`src/rtl/chk_answer_ram.sv`:
```
// Answer memory: synchronous write, asynchronous read so the compare sees the
// expected word in the same cycle as the bus hit.
module chk_answer_ram #(
   parameter int DW    = 32,
   parameter int DEPTH = 32,
   parameter int AW    = $clog2(DEPTH)
) (
   input  logic          clk,
   input  logic          i_we,
   input  logic [AW-1:0] i_waddr,
   input  logic [DW-1:0] i_wdata,
   input  logic [AW-1:0] i_raddr,
   output logic [DW-1:0] o_rdata
);

   logic [DW-1:0] r_mem [DEPTH];

   always_ff @(posedge clk) begin
      if (i_we) begin
         r_mem[i_waddr] <= i_wdata;
      end
   end

   assign o_rdata = r_mem[i_raddr];

endmodule

```
`config.mk`:
```
export PLATFORM = sky130hd
export DESIGN_NAME = chk_answer_ram
export DESIGN_NICKNAME = d
export VERILOG_FILES = /design/src/rtl/chk_answer_ram.sv
export SDC_FILE = /design/constraint.sdc
export NUM_CORES = 1
export LEC_CHECK = 0
export CAP_MARGIN = 40
export CORE_ASPECT_RATIO = 1.1
export CORE_UTILIZATION = 45
export DETAILED_ROUTE_END_ITERATION = 10
export DONT_BUFFER_PORTS = 1
export GPL_ROUTABILITY_DRIVEN = 0
export PLACE_DENSITY = 0.67
export SYNTH_ARGS = -nofsm -noshare
export SYNTH_HDL_FRONTEND = slang
export SYNTH_SLANG_ARGS = --single-unit
```
`constraint.sdc`:
```
create_clock -name clk -period 6.7 [get_ports clk]
set_clock_uncertainty 0.15 [all_clocks]
set_input_delay 0.67 -clock clk [delete_from_list [all_inputs] [get_ports clk]]
set_output_delay 0.67 -clock clk [all_outputs]
set_load 0.02 [all_outputs]
```
==> key figures <==
Floorplanning
  • DIE AREA: 0.0897 sq mm
  • I/O Pins: 76
  • Std cell rows: 114
  • Chip height: 314 um
  • Core ar.: 0.0877 sq mm
  • Die width: 286 um
  • Initial Util: 45.4%

Timing
  • TNS Setup: 0 ns
  • Final hold vios: 0
  • Setup-failing EPs final: 0
  • Hold_ws: 0.393 ns
  • RSZ-0062 raised after global routing: no
  • Final min period: 3.74 ns
  • Max-slew violations: 0
  • FMAX: 0.267 GHz
  • Fin worst setup slack: 2.96 ns
  • Period Utilization, post-route: 55.8%
  • Slew HR: 11.7%
  • Worst slew pin tran: 1.32 ns

Power
  • Clk pwr share: 39.2%
  • Pwr dens: 285 mW/mm^2
  • Gate power share: 4.9%
  • P_sw: 2610 uW
  • Leak pwr: 0.0153 uW
  • Pint: 10,200 uW
  • Seq pwr share: 55.9%
  • Worst vdd ir: 184 uV
  • Switch share: 20.5%

Min path
  • Hold Path Class: in2reg

GRT
  • Antenna violations before repair: 5
  • Global route overflow: 0
  • Number of global-route vias before repair: 20.7k
  • Global-route wire length before repair: 139 mm
  • Largest net degree at the start of global routing: 513
  • Tot GR Track Use: 21.5%

Clock tree
  • H-tree depth: 3
  • Post-CTS sizing: 0
  • CTS clock-pin slew for the worst setup and hold paths: 0.06 ns
  • Clock tree buffer depth: 3
  • CTS tree: yes
  • CTS sink count: 1,024
  • Num CTS Buffers: 92
  • Clock root buffer: clkbuf_16

Setup path
  • Critical path class: in2out
  • Critical-path cell list: and2_4 -> buf_4 -> a22o_1 -> nor3_1 -> a31oi_1 -> nand3_1
  • Critical-path top delay cell: buf_4
  • WP buf/inv: 1
  • Crit path max-delay family: simple AND/OR/NAND/NOR gates
  • Worst EP required: 5.88 ns
  • Type of origin of the critical path: input port
  • Worst setup EP type: output port
  • Worst EP arrival: 2.92 ns
  • CP max FO: 50
  • CP max stage delay: 0.73 ns

Routing
  • Initial DRC Count: 2,534
  • Post-route DRC: 0
  • Drt pass-1 iters: 7
  • Total number of vias: 20.8k
  • Via count normalized by instance count: 5.90
  • Antenna Nets Post-Route: 0
  • DR WL/cell: 27.7 um
  • DRT Wirelength: 97.9 mm

Layout
  • Top Registers: r_mem (1024)
  • Largest register FFs: 1,024
  • Commonest non-fill, non-tap cells in the layout: edfxtp_1, mux2i_1, nand3_1
  • Final net count: 2,344
  • Biggest register: r_mem
  • Multi-input gate area: 0.00861 sq mm
  • Synthesis-to-finish area growth: 12.4%
  • Fillers: 6,950
  • Final core utilization: 51.0%
  • Commonest non-fill, non-tap cell in the layout: edfxtp_1
  • Reg area: 0.0307 sq mm
  • Share of cells above drive strength 1: 9.71%

Synth
  • Register area share after synthesis: 77.2%
  • Post-synth EDFFs: 1,024
  • Seq cells post-synth: 1,024
  • Top_reg_cell synth: edfxtp_1
  • Mux cell area share after synthesis: 12.9%
  • Adder-cell share of the synthesized area: 0%
  • Post-synthesis compound-gate area fraction: 4.92%
  • Synthesized area per cell: 17.9 sq um
  • Mapped Nets: 2,272
  • XOR/XNOR share of the synthesized area: 0%
  • Synth warn: 0
  • Synth Area in Simple Gates: 3.15%
  • Count of cell types in the netlist: 24
  • Main combinational cell family by area after synthesis: multiplexers
  • FFs w/ async S/R, synth: 0%
  • Syn Inst Count: 2,228
  • Mapped Area: 0.0398 sq mm

Placed design
  • IO buf count: 0
  • Post-place setup slack: 3.01 ns
  • Detailed placement HPWL: 46.7 mm

Flow run
  • Max_cap viols: 0

Outcome
  • Outcome: finished, final reports clean
[cell usage after synthesis (2+ instances only)]
cell / number / area share, %
a21oi_1: 96 / 1.2
a22o_1: 64 / 1.4
a22oi_1: 96 / 1.8
a31oi_1: 32 / 0.50
buf_1: 5 / 0.047
buf_2: 26 / 0.33
buf_4: 33 / 0.62
buf_6: 15 / 0.42
clkbuf_1: 46 / 0.43
clkbuf_4: 2 / 0.038
edfxtp_1: 1024 / 77
mux2i_1: 512 / 13
nand2_1: 98 / 0.92
nand2b_1: 2 / 0.031
nand3_1: 98 / 1.2
nand3b_1: 5 / 0.094
nor2_1: 34 / 0.32
nor3_1: 32 / 0.40
or3b_2: 3 / 0.066
[stage by stage]
| step | cell area [sq um] | total power [uW] | std cells |
|---|---|---|---|
| CTS | 44300 | 12800 | 3499 |
| finish | 44800 | 12800 | 3530 |
| detailed placement | 41200 | 7770 | 3305 |
| global route | 44800 | 13100 | 3528 |
| global placement | 41200 | 7760 | 3302 |
| floorplan | 39800 | 7690 | 2228 |
[area by class of cell]
cell class	count	share of cell area [%]
tap	1160	3.24
multi-input combinational	1077	19.2
clock inverter	45	0.785
sequential	1024	68.7
antenna	2	0.0112
clock buffer	117	5.49
timing repair buffer	105	2.56
[power groups by stage]
stage	Combinational, uW	Clock, uW	Sequential, uW
6_report	627	5010	7140
4_1_cts	589	5070	7150
3_3_place_gp	484	0	7280
5_1_grt	654	5310	7140
3_5_place_dp	490	0	7280
2_1_floorplan	416	0	7280
[cells by family (layout without fill, tap and decap cells)]
group	count (synthesis)	after routing
AOI/OAI and AO/OA	288	288
muxes	512	512
and+or+nand+nor	277	277
other	0	2
buffers and inverters	127	267
DFF	1024	1024
[layer usage]
metal	part of all wire [%]	global-route usage, %
met5	0.042	0
met4	3.5	8.35
met3	8.0	3.96
met2	49	36.1
met1	39	27.8
[worst paths after layout]
| check | start | end | slack (ns) | cells past startpoint |
|---|---|---|---|---|
| max | i_raddr[2] | o_rdata[10] | 2.96 | 6 |
| min | i_waddr[3] | r_mem[29][1] | 0.39 | 2 |
[what timing repair did]
| action | CTS | global route |
|---|---|---|
| hold endpoints to repair | 1024 | 0 |
| buffers inserted | 0 | 0 |
| hold buffers | 32 | 0 |
Note: power is estimated with default switching activity, not from simulation.
